### config.mk
export PLATFORM = sky130hd
export DESIGN_NAME = y86_exec_cc_stage
export DESIGN_NICKNAME = d
export VERILOG_FILES = /design/src/rtl/y86_exec_cc_stage.sv
export SDC_FILE = /design/constraint.sdc
export NUM_CORES = 1
export LEC_CHECK = 0
export BUFFER_PORTS_ARGS = -buffer_cell sky130_fd_sc_hd__buf_2
export CORE_AREA = 2 2 130 132
export DETAILED_ROUTE_END_ITERATION = 8
export DIE_AREA = 0 0 132 134
export PLACE_DENSITY_LB_ADDON = 0.05
export SETUP_SLACK_MARGIN = 0.4
export SKIP_CTS_REPAIR_TIMING = 1
export SYNTH_ARGS = -nofsm -noshare
export SYNTH_HDL_FRONTEND = slang
export SYNTH_SLANG_ARGS = --single-unit
export TNS_END_PERCENT = 20
### constraint.sdc
create_clock -name clk -period 3.7 [get_ports clk]
set_input_delay 0.74 -clock clk [delete_from_list [all_inputs] [get_ports clk]]
set_output_delay 0.74 -clock clk [all_outputs]
set_load 0.01 [all_outputs]
### src/rtl/y86_exec_cc_stage.sv
// ---------------------------------------------------------------------------
// y86_exec_cc_stage
//
// Execute-stage back end of the Y86 datapath. It takes the ALU result and
// signed-overflow flag for the current instruction and does three things:
//   * keeps the ZF/SF/OF condition-code register, written only by an OPq
//     that is actually accepted into the stage,
//   * evaluates the jXX / cmovXX condition against the CC value held at
//     the start of the cycle,
//   * registers the execute->memory bundle in a one-entry valid/ready
//     register (no skid buffer), with a squash path.
//
// Parameters:
//   W         datapath width; must match the ALU operand width
//   REG_NONE  register ID meaning "no destination"
//
// Ports:
//   clk, rst_n            clock; asynchronous active-low reset
//   in_valid / in_ready   execute-side handshake
//   in_icode, in_ifun     instruction code / function
//   in_alu_out, in_alu_ovf ALU result and signed overflow
//   in_val_a              operand A, forwarded to the memory stage
//   in_dst_e, in_dst_m    destination registers for valE / valM
//   flush                 squash the held and the inbound bundle
//   cc_block              inhibit CC update (exception further down)
//   out_valid / out_ready memory-side handshake
//   out_icode, out_cnd, out_val_e, out_val_a, out_dst_e, out_dst_m
//                         registered bundle
//   e_cnd                 combinational condition of the inbound bundle
//   cc_zf, cc_sf, cc_of   condition-code register
//   stall_cnt             cycles spent with out_valid=1 and out_ready=0
//
// Build option:
//   Y86_EXEC_STALL_CNT_EN  when defined, stall_cnt is a saturating
//                          backpressure counter; otherwise it is tied to 0.
// ---------------------------------------------------------------------------
module y86_exec_cc_stage #(
  parameter int          W        = 64,
  parameter logic [3:0]  REG_NONE = 4'hF
) (
  input  logic         clk,
  input  logic         rst_n,

  input  logic         in_valid,
  output logic         in_ready,
  input  logic [3:0]   in_icode,
  input  logic [3:0]   in_ifun,
  input  logic [W-1:0] in_alu_out,
  input  logic         in_alu_ovf,
  input  logic [W-1:0] in_val_a,
  input  logic [3:0]   in_dst_e,
  input  logic [3:0]   in_dst_m,

  input  logic         flush,
  input  logic         cc_block,

  output logic         out_valid,
  input  logic         out_ready,
  output logic [3:0]   out_icode,
  output logic         out_cnd,
  output logic [W-1:0] out_val_e,
  output logic [W-1:0] out_val_a,
  output logic [3:0]   out_dst_e,
  output logic [3:0]   out_dst_m,

  output logic         e_cnd,
  output logic         cc_zf,
  output logic         cc_sf,
  output logic         cc_of,
  output logic [31:0]  stall_cnt
);

  localparam logic [3:0] ICODE_NOP  = 4'h1;
  localparam logic [3:0] ICODE_CMOV = 4'h2;
  localparam logic [3:0] ICODE_OPQ  = 4'h6;
  localparam logic [3:0] ICODE_JXX  = 4'h7;

  // Pipeline register state
  logic         valid_q, valid_d;
  logic [3:0]   icode_q, icode_d;
  logic         cnd_q,   cnd_d;
  logic [W-1:0] val_e_q, val_e_d;
  logic [W-1:0] val_a_q, val_a_d;
  logic [3:0]   dst_e_q, dst_e_d;
  logic [3:0]   dst_m_q, dst_m_d;

  // Condition-code state
  logic         zf_q, zf_d;
  logic         sf_q, sf_d;
  logic         of_q, of_d;

  logic         accept;
  logic         cc_write;
  logic         cond;
  logic         sf_xor_of;

  // One-entry register: we can take a new bundle when empty or when the
  // current one is leaving this cycle.
  assign in_ready = !valid_q || out_ready;
  assign accept   = in_valid && in_ready && !flush;
  assign cc_write = accept && (in_icode == ICODE_OPQ) && !cc_block;

  // Condition uses the CC value as it stands now, so an OPq accepted this
  // very cycle does not affect its own cycle's evaluation; the instruction
  // following it sees the new flags.
  assign sf_xor_of = sf_q ^ of_q;

  always_comb begin
    cond = 1'b0;
    unique case (in_ifun)
      4'h0:    cond = 1'b1;
      4'h1:    cond = sf_xor_of | zf_q;
      4'h2:    cond = sf_xor_of;
      4'h3:    cond = zf_q;
      4'h4:    cond = !zf_q;
      4'h5:    cond = !sf_xor_of;
      4'h6:    cond = !sf_xor_of && !zf_q;
      default: cond = 1'b0;
    endcase
  end

  assign e_cnd = cond;

  // Next state of the bundle register
  always_comb begin
    valid_d = valid_q;
    icode_d = icode_q;
    cnd_d   = cnd_q;
    val_e_d = val_e_q;
    val_a_d = val_a_q;
    dst_e_d = dst_e_q;
    dst_m_d = dst_m_q;

    if (flush) begin
      // Squash wins over both a held bundle and an inbound one.
      valid_d = 1'b0;
    end else if (accept) begin
      valid_d = 1'b1;
      icode_d = in_icode;
      cnd_d   = ((in_icode == ICODE_CMOV) || (in_icode == ICODE_JXX)) ? cond : 1'b0;
      val_e_d = in_alu_out;
      val_a_d = in_val_a;
      // A cmov whose condition fails must not write its destination.
      dst_e_d = ((in_icode == ICODE_CMOV) && !cond) ? REG_NONE : in_dst_e;
      dst_m_d = in_dst_m;
    end else if (out_ready) begin
      valid_d = 1'b0;
    end
  end

  // Next state of the condition codes
  always_comb begin
    zf_d = zf_q;
    sf_d = sf_q;
    of_d = of_q;
    if (cc_write) begin
      zf_d = (in_alu_out == '0);
      sf_d = in_alu_out[W-1];
      of_d = in_alu_ovf;
    end
  end

  always_ff @(posedge clk or negedge rst_n) begin
    if (!rst_n) begin
      valid_q <= 1'b0;
      icode_q <= ICODE_NOP;
      cnd_q   <= 1'b0;
      val_e_q <= '0;
      val_a_q <= '0;
      dst_e_q <= REG_NONE;
      dst_m_q <= REG_NONE;
      zf_q    <= 1'b1;
      sf_q    <= 1'b0;
      of_q    <= 1'b0;
    end else begin
      valid_q <= valid_d;
      icode_q <= icode_d;
      cnd_q   <= cnd_d;
      val_e_q <= val_e_d;
      val_a_q <= val_a_d;
      dst_e_q <= dst_e_d;
      dst_m_q <= dst_m_d;
      zf_q    <= zf_d;
      sf_q    <= sf_d;
      of_q    <= of_d;
    end
  end

  assign out_valid = valid_q;
  assign out_icode = icode_q;
  assign out_cnd   = cnd_q;
  assign out_val_e = val_e_q;
  assign out_val_a = val_a_q;
  assign out_dst_e = dst_e_q;
  assign out_dst_m = dst_m_q;
  assign cc_zf     = zf_q;
  assign cc_sf     = sf_q;
  assign cc_of     = of_q;

`ifdef Y86_EXEC_STALL_CNT_EN
  // Backpressure counter: saturating, cleared only by reset, and blind to
  // flush (a squashed-but-stalled cycle still counts).
  logic [31:0] stall_cnt_q, stall_cnt_d;

  always_comb begin
    stall_cnt_d = stall_cnt_q;
    if (valid_q && !out_ready && (stall_cnt_q != 32'hFFFF_FFFF)) begin
      stall_cnt_d = stall_cnt_q + 32'd1;
    end
  end

  always_ff @(posedge clk or negedge rst_n) begin
    if (!rst_n) begin
      stall_cnt_q <= 32'd0;
    end else begin
      stall_cnt_q <= stall_cnt_d;
    end
  end

  assign stall_cnt = stall_cnt_q;
`else
  assign stall_cnt = 32'd0;
`endif

endmodule

==> impl_metrics.csv, run 1 <==
group,metric,value,unit
status,status,"finished clean",
clock_network,cts_tree,"done",
global_route,grt_pass1_wl,27700,um
timing,drv_slew,0,
setup_path,crit_type,"input port to output pin",
global_route,grt-ovfl-total,0,
finish,area.growth.synth_to_final,36.09,%
yosys,yosysWarnings,0,
timing,rsz0062_at_grt,"false",
route,dr.pass1.iters,5,
setup_path,cp_data_arrival_time,1.77,ns
timing,setup_viol,0,
clock_network,cts-htree-levels,4,
pwr,p_per_area,541.1,nW/um^2
pwr,p_leak,0.004763,uW
placed_design,io_buffers,297,
setup_path,cpPeakStageDelay,0.30,ns
setup_path,end_kind,"output pin",
route,wl_per_cell,14.65,um
setup_path,crit_path_top_delay_cell,"mux2_4",
clock_network,clockBufferDepth,2,
setup_path,path_max_fanout,4,
finish,n_fill_cell,1685,
global_route,antenna_found_initial,1,
floorplan,num_rows,47,
floorplan,io_pins,330,
timing,max-slew-margin-rel,0.4712,
placed_design,dp_hpwl,12750,um
floorplan,die_w,132,um
setup_path,rr_startpoint,"out_valid",
clock_network,numCtsBuffers,17,
run,cap_violations,0,
yosys,ys_ff_latch,145,
global_route,grt_max_degree,106,
timing,fin_ws,1.192,ns
floorplan,die_y,134,um
yosys,netlist_top_cells_area,"dfrtp_1 (56%), nand2_1 (26%), dfstp_2 (4.4%), buf_4 (4.1%), buf_2 (2.1%)",
floorplan,fp.dieArea,17690,um^2
yosys,yosysSeqAreaShare,0.6052,
hold_path,hold_path_class,"input port to asynchronous set/reset pin",
timing,fmax,398.8,MHz
finish,diodes,0,
clock_network,clk_pin_slew,0.06,ns
route,viasPerCell,4.388,
finish,drive_above_1_share,0.3653,
floorplan,core,16290,um^2
timing,hold_viol,0,
setup_path,crit_buf_inv,2,
yosys,syn_area_per_cell,8.886,um^2
route,vias,5265,
route,ant_nets,0,
timing,worstMarginPinSlew,0.7932,ns
setup_path,path_cells,"buf_2 > mux2_4 > o21a_4 > nor3_2 > buf_2",
route,totalWireLength,17580,um
finish,layout_commonest_cell,"nand2_1",
yosys,yosys.area.top_type,"dfrtp_1",
placed_design,gp_congestion,0.8306,
yosys,postSynthCellCount,677,
floorplan,start_util,0.3693,
pwr,ir_drop,0.3152,mV
yosys,synth_cell_types,30,
yosys,yosysTopAreaCellShare,0.5616,
route,drc_errors,0,
route,drt_iter0_markers,223,
finish,fin_nets,1118,
finish,mostFrequentLayoutCells,"nand2_1 (414), buf_2 (296), dfrtp_1 (135), conb_1 (32)",
global_route,grt_usage,0.2015,
clock_network,clock_sinks,145,
timing,holdWs,0.3773,ns
setup_path,path_common_cell,"buf_2",
timing,clock_skew,0.006337,ns
setup_path,crit_start,"in_ifun[0]",
clock_network,clock_latency,0.42,ns
clock_network,root_buffer,"clkbuf_16",
timing,setup_tns,0,ns
setup_path,critPathLaunchType,"input port",
yosys,netlist_area,6016,um^2
global_route,grt_pass1_vias,5095,
setup_path,worstPathRequired,2.96,ns
setup_path,cp_top_family,"buffers and inverters",
placed_design,dp_slack,1.180,ns
timing,fin_crit_sh,0.6778,
timing,final.min_clock_period,2.508,ns
## final cells by class
class,instances,area (um^2),area share
flip-flops and latches,145,3641,0.4447
multi-input cells,497,2103,0.2569
repair buffers,303,1575,0.1924
clock buffers,18,439.2,0.05365
well taps,220,275.3,0.03362
clock inverters,14,141.4,0.01727
inverters,3,11.26,0.001376
## state kept, by name, indices dropped and copies added (netlist names)
register	flops
cc_of	1
cc_sf	1
cc_zf	1
out_cnd	1
out_dst_e	4
out_dst_m	4
out_icode	4
out_val_a	64
out_val_e	64
out_valid	1
## metrics by stage
step	area, um^2	utilization	cells	total power, uW
2_1_floorplan	6132	-	708	2372
3_3_place_gp	7606	0.4669	1168	2794
3_5_place_dp	7606	0.4669	1168	2801
4_1_cts	8187	0.5026	1200	4496
5_1_grt	8187	0.5026	1200	4678
6_report	8187	0.5026	1200	4430
## Yosys cell counts
cell      instances
nor3_2            1
nor4_1           17
dfrtp_1         135
buf_2            25
xor2_1            2
o21ai_0           1
nor4_4            1
a211oi_2          1
conb_1            1
clkbuf_1          5
nand2b_4          1
nand4_1           4
nand3b_2          1
mux2_1            3
a22o_1            1
inv_2             1
nand2b_1          4
o21bai_1          1
buf_4            33
mux2_4            1
inv_1             2
nand2_1         414
nand3_1           4
nor3_1            1
nor2b_4           1
o31a_2            1
dfstp_2          10
nor2_1            3
o311ai_4          1
o21a_4            1
## worst paths after layout
kind                                  to  slack (ns)  cells after the start
setup / recovery                   e_cnd        1.19                      5
hold / removal             out_val_a[28]        0.38                      1
setup reg to reg           out_val_a[52]        1.98                      6
hold reg to reg             out_dst_m[1]        0.45                      2
max in group asynchronous   out_dst_m[3]        2.44                      2
min in group clk            out_dst_m[1]        0.45                      2
## worst reg2reg max path, stage by stage, from the launching register on
cell and delay (ns):
dfrtp_1 0.35, nor2b_4 0.25, inv_2 0.08, nand2b_4 0.29, buf_4 0.47, nand2_1 0.13, nand2_1 0.09
## metal layers
metal  track usage  wire [um]  vias to the layer above
met5             0          7                        -
met4       0.08152        455                        2
met3       0.06122       1311                       32
met2        0.3223       8246                      211
met1        0.2566       7560                     2409
li1              -          -                     2611
## kinds of logic (layout without fill, tap and decap cells)
family | after synthesis | after routing | share of synthesized area
other | 1 | 32 | 0.0006234
xor gates and xnor gates | 2 | 2 | 0.002912
muxes | 4 | 4 | 0.008110
AOI/OAI and AO/OA | 7 | 7 | 0.01414
and+or+nand+nor | 452 | 452 | 0.3020
DFF | 145 | 145 | 0.6052
buffers and inverters | 66 | 338 | 0.06697
## report_power, final
part	internal, uW	switching, uW
clock	1010	666
combinational	327	498
sequential	1820	109
Note: power is estimated with default switching activity, not from simulation.
==> run 2, diff against run 1 <==
ABC_AREA = 1   (was not set)
CORE_AREA = not set   (was 2 2 130 132)
CORE_MARGIN = 2   (was not set)
CORE_UTILIZATION = 40   (was not set)
DIE_AREA = not set   (was 0 0 132 134)
clock period = 2.1 ns   (was 3.7 ns; I/O delays follow)
==> run 2 against run 1 <==
  * Setup slack worse by 1.0 ns
  * Critical path type is now register to output pin
  * Largest cell class unchanged
  * Flip-flop and latch count stayed put
  * Cell count is 0.75% higher
==> impl_metrics.csv, run 2 <==
group,metric,value,unit
timing,drv_slew,0,
yosys,yosysTopAreaCellShare,0.5559,
route,drc_errors,0,
yosys,synth_edf_count,0,
pwr,ir_drop,0.5512,mV
placed_design,io_buffers,297,
floorplan,fp.dieArea,16200,um^2
finish,area.growth.synth_to_final,38.05,%
route,ant_nets,0,
yosys,synth_common_cells,"nand2_1 (316), dfrtp_1 (135), inv_1 (68)",
clock_network,clock_sinks,145,
global_route,grt_pass1_vias,4989,
route,vias,5272,
timing,final.min_clock_period,1.939,ns
timing,setup_viol,0,
clock_network,root_buffer,"clkbuf_16",
route,drt_iter0_markers,246,
status,status,"finished clean",
clock_network,clk_pin_slew,0.06,ns
clock_network,clock_latency,0.41,ns
yosys,yosysSeqAreaShare,0.5991,
route,totalWireLength,16750,um
floorplan,io_pins,330,
finish,stdcell_count,1209,
timing,hold_viol,0,
setup_path,crit_path_top_delay_cell,"dfstp_2",
global_route,grt_max_degree,85,
timing,rsz0062_at_grt,"true",
hold_path,hold_path_class,"input port to register",
floorplan,die_y,127.3,um
global_route,antenna_found_initial,0,
clock_network,cts-htree-levels,4,
finish,register_area,3641,um^2
finish,drive_above_1_share,0.3529,
global_route,grt_pass1_wl,25520,um
finish,layout_commonest_cell,"nand2_1",
placed_design,placedCellCount,1173,
pwr,p_leak,0.004891,uW
finish,multi_input_area,1904,um^2
timing,fin_ws,0.1609,ns
yosys,netlist_top_cells_area,"dfrtp_1 (56%), nand2_1 (20%), buf_4 (4.8%), dfstp_2 (4.3%), inv_1 (4.2%)",
pwr,p_per_area,988.0,nW/um^2
timing,fin_crit_sh,0.9234,
setup_path,path_max_fanout,5,
setup_path,path_cells,"inv_2 > o21a_1 > nand2_1 > nand2_1 > nand2_2 > inv_2 > buf_6",
floorplan,num_rows,45,
timing,fmax,515.7,MHz
yosys,synth_cell_types,20,
floorplan,core,15030,um^2
route,dr.pass1.iters,4,
yosys,yosysWarnings,0,
yosys,async_flop_share,1.000,
setup_path,critPathLaunchType,"register",
yosys,yosys.area.top_type,"dfrtp_1",
setup_path,crit_type,"register to output pin",
yosys,syn_area_per_cell,8.559,um^2
yosys,netlist_area,6077,um^2
placed_design,dp_slack,0.3037,ns
global_route,grt-ovfl-total,0,
setup_path,end_kind,"output pin",
setup_path,worstPathRequired,1.68,ns
setup_path,cp_top_family,"flip-flops",
yosys,synth_flop_cell,"dfrtp_1",
yosys,postSynthCellCount,710,
finish,mostFrequentLayoutCells,"nand2_1 (314), buf_2 (295), dfrtp_1 (135), inv_1 (66), o21ai_0 (38)",
route,wl_per_cell,13.85,um
setup_path,crit_buf_inv,3,
setup_path,cpPeakStageDelay,0.59,ns
yosys,ys_ff_latch,145,
floorplan,die_w,127.3,um
placed_design,dp_hpwl,12150,um
route,viasPerCell,4.361,
run,cap_violations,0,
yosys,synth.most_common_cell,"nand2_1",
global_route,grt_usage,0.2013,
clock_network,numCtsBuffers,17,
finish,fin_nets,1158,
timing,setup_tns,0,ns
clock_network,cts_tree,"done",
clock_network,clockBufferDepth,2,
timing,clock_skew,0.006243,ns
finish,n_fill_cell,1490,
floorplan,start_util,0.4042,
setup_path,cp_data_arrival_time,1.52,ns
placed_design,gp_congestion,0.7845,
==> run 2: cell types whose count changed in the layout (fill, tap and decap cells not counted), moves of 4 or more <==
cell       previous run  this run
nand2_1             414       314
inv_1                 2        66
o21ai_0               1        38
o21ai_1               0        23
nor2_1                2        22
nor4_1               17         0
nand4_1               4        12
a21oi_1               0         6
bufinv_16             2         6
==> run 2: cell families (layout without fill, tap and decap cells) <==
kind of cell	count (synthesis)	after routing	share of synthesized area
DFF	145	145	0.5991
buffers and inverters	132	411	0.1091
AOI/OAI and AO/OA	69	69	0.05765
other	1	33	0.0006171
and+or+nand+nor	363	363	0.2335
==> run 2: through the flow <==
step                power, uW  cell area, um^2  hold WS, ns  utilization
floorplan                4199             6193       0.1244            -
global placement         4927             7644       0.3605       0.5084
detailed placement       4942             7644       0.3604       0.5084
CTS                      8368             8309     -0.08363       0.5527
global route             8709             8387       0.1978       0.5579
finish                   8288             8389       0.2035       0.5581
==> run 2: power breakdown <==
| group | total (uW) | internal (uW) | switching [uW] | leakage, uW |
|---|---|---|---|---|
| Combinational | 1460 | 598 | 864 | 0.00280 |
| Clock | 3390 | 2230 | 1170 | 0.000309 |
| Sequential | 3430 | 3220 | 211 | 0.00178 |
| Total | 8290 | 6050 | 2240 | 0.00489 |
==> run 2: final cells by class <==
class	count	area share
Multi-Input combinational cell	464	0.2270
Sequential cell	145	0.4340
Clock buffer	18	0.05116
Antenna cell	1	0.0002983
Clock inverter	14	0.02819
Timing Repair Buffer	309	0.1991
Tap cell	188	0.02804
Inverter	70	0.03221
==> run 2: final timing paths <==
kind                         startpoint            end  slack [ns]  cells past startpoint
max                               cc_zf          e_cnd        0.16                      7
min                         in_dst_m[3]   out_dst_m[3]        0.20                      3
max reg2reg                   out_valid  out_val_e[48]        0.56                      7
min reg2reg                out_dst_m[1]   out_dst_m[1]        0.46                      2
max in group asynchronous         rst_n  out_val_a[42]        0.99                      3
min in group asynchronous         rst_n  out_val_a[10]        0.49                      2
==> run 2: worst reg2reg max path, delay by kind of cell, from the launching register on <==
family | cells | cell delay (ns)
buffers and inverters | 3 | 0.53
and+or+nand+nor | 3 | 0.44
DFF | 1 | 0.38
AOI/OAI and AO/OA | 1 | 0.08
==> run 2: metal layers <==
layer | track usage | part of all wire | routed length [um]
met5 | 0 | 0 | 0
met4 | 0.06206 | 0.014 | 227
met3 | 0.05193 | 0.063 | 1053
met2 | 0.3344 | 0.49 | 8233
met1 | 0.2603 | 0.43 | 7231
==> run 3, diff against run 2 <==
CELL_PAD_IN_SITES_DETAIL_PLACEMENT = 0   (was not set)
CELL_PAD_IN_SITES_GLOBAL_PLACEMENT = 1   (was not set)
CORE_UTILIZATION = 28   (was 40)
==> run 3 against run 2 <==
  * Sequential share of layout area decreased by 0.14 points
  * Clock power down 16%
  * Design area increased by 0.33%
  * Wire length rose by 12%
  * Critical path depth did not move
  * Utilization decreased by 16 points
  * Flip-flop and latch count unchanged
  * Sequential power about the same
  * Critical path type unchanged
==> impl_metrics.csv, run 3 (synthesis results as in run 2) <==
group,metric,value,unit
status,status,"finished clean",
setup_path,crit_path_top_delay_cell,"dfstp_2",
timing,setup_tns,0,ns
pwr,pwr-share-comb,0.192,
pwr,p_leak,0.004860,uW
setup_path,worstSetupEndpoint,"e_cnd",
pwr,p_sw,2398,uW
pwr,internal_power,5369,uW
floorplan,io_pins,330,
global_route,grt_max_degree,79,
finish,utilization,0.3979,
setup_path,cpPeakStageDelay,0.58,ns
floorplan,die_y,151.3,um
timing,fmax,511.7,MHz
setup_path,rr_worst_depth,6,
global_route,grt_pass1_wl,27830,um
route,viasPerCell,4.116,
placed_design,dp_hpwl,14260,um
route,drt_iter0_markers,190,
route,highest-signal-layer,"met5",
timing,fin_crit_sh,0.9307,
setup_path,reg2reg_to,"out_cnd",
route,totalWireLength,18810,um
setup_path,r2r_slack,0.60,ns
setup_path,cp.depth,7,
global_route,grt_usage,0.1618,
global_route,grt_pass1_vias,5020,
pwr,pwr-share-clk,0.367,
finish,stdcell_count,1303,
floorplan,core,21150,um^2
setup_path,crit_type,"register to output pin",
clock_network,clockBufferDepth,2,
timing,final.min_clock_period,1.954,ns
pwr,sw_frac_of_total,0.3088,
pwr,seqPwrFrac,0.441,
global_route,grt-ovfl-total,0,
route,wl_met2,8605,um
clock_network,numCtsBuffers,17,
finish,n_fill_cell,2319,
setup_path,path_max_fanout,5,
setup_path,cp_data_arrival_time,1.53,ns
setup_path,end_kind,"output pin",
route,wl_met3,1919,um
setup_path,worstPathRequired,1.68,ns
finish,fin_nets,1160,
route,ant_nets,0,
finish,layout_commonest_cell,"nand2_1",
route,wl_per_cell,14.44,um
pwr,p_per_area,922.8,nW/um^2
timing,hold_viol,0,
placed_design,placedCellCount,1263,
placed_design,gp_congestion,0.7961,
timing,rsz0062_at_grt,"true",
finish,mostFrequentLayoutCells,"nand2_1 (315), buf_2 (295), dfrtp_1 (135), inv_1 (66), o21ai_0 (38)",
hold_path,hold_path_class,"input port to register",
global_route,antenna_found_initial,6,
clock_network,root_buffer,"clkbuf_16",
run,cap_violations,0,
pwr,ir_drop,0.4945,mV
floorplan,num_rows,53,
finish,drive_above_1_share,0.3513,
route,dr.pass1.iters,4,
setup_path,cp_top_family,"flip-flops",
setup_path,rr_startpoint,"out_valid",
setup_path,crit_start,"cc_zf",
clock_network,cts_tree,"done",
placed_design,io_buffers,297,
floorplan,start_util,0.2873,
setup_path,path_cells,"inv_2 > o21a_1 > nand2_1 > nand2_1 > nand2_2 > inv_2 > buf_6",
clock_network,clock_sinks,145,
floorplan,die_w,151.3,um
route,drc_errors,0,
floorplan,fp.dieArea,22900,um^2
clock_network,cts-htree-levels,4,
timing,setup_viol,0,
finish,area.growth.synth_to_final,38.50,%
clock_network,clk_pin_slew,0.07,ns
route,vias,5363,
route,drt-met1-wl,7948,um
setup_path,critPathLaunchType,"register",
setup_path,crit_buf_inv,3,
clock_network,clock_latency,0.43,ns
timing,clock_skew,0.01064,ns
timing,drv_slew,0,
## run 3: cell types whose count changed in the layout (fill, tap and decap cells not counted), sizes merged, moves of 3 or more
cell	delta
clkinv	+3
bufinv	-6
diode	+5
inv	+6
buf	+3
## run 3: through the flow
stage	area [um^2]	total power [uW]	setup slack (ns)	hold slack [ns]
final	8417	7767	0.1456	0.1901
after global routing	8407	8230	0.05140	0.1803
after CTS	8376	7904	0.04506	-0.1249
after detailed placement	7825	4993	0.4136	0.3407
after global placement	7825	4990	0.4458	0.3401
after floorplan	6193	4199	0.6854	0.1244
## run 3: worst min path at each step
| stage | from | end | slack [ns] | cells after the start |
|---|---|---|---|---|
| floorplan | rst_n | cc_of | 0.12 | 0 |
| global placement | rst_n | out_val_a[11] | 0.34 | 1 |
| detailed placement | rst_n | out_val_a[11] | 0.34 | 1 |
| CTS | rst_n | out_val_a[11] | -0.12 | 1 |
| global route | in_val_a[47] | out_val_a[47] | 0.18 | 3 |
| finish | in_val_a[0] | out_val_a[0] | 0.19 | 3 |
## run 3: power by group through the flow
stage	Sequential [uW]	Combinational, uW	Clock (uW)
final	3420	1490	2850
after global routing	3480	1690	3070
after CTS	3420	1520	2960
after detailed placement	3470	1520	0
after global placement	3470	1520	0
after floorplan	3680	522	0
## run 3: cell type report
| type | count | area (um^2) | share of cell area |
|---|---|---|---|
| sequential | 145 | 3641 | 0.4326 |
| multi-input combinational | 464 | 1892 | 0.2248 |
| timing repair buffer | 311 | 1707 | 0.2028 |
| clock buffer | 17 | 425.4 | 0.05054 |
| tap | 275 | 344.1 | 0.04088 |
| inverter | 70 | 267.8 | 0.03181 |
| clock inverter | 15 | 125.1 | 0.01487 |
| antenna | 6 | 15.01 | 0.001784 |
## run 3: per-layer routing
metal / vias up / track usage
met4: 2 / 0.05841
met5: - / 0
met3: 22 / 0.06657
met1: 2408 / 0.2058
met2: 219 / 0.2471
li1: 2712 / -
## run 3: tightest hold or removal path, delay by kind of cell
family / cells / cell delay [ns]
buffers and inverters: 1 / 0.07
AND/OR/NAND/NOR: 2 / 0.09
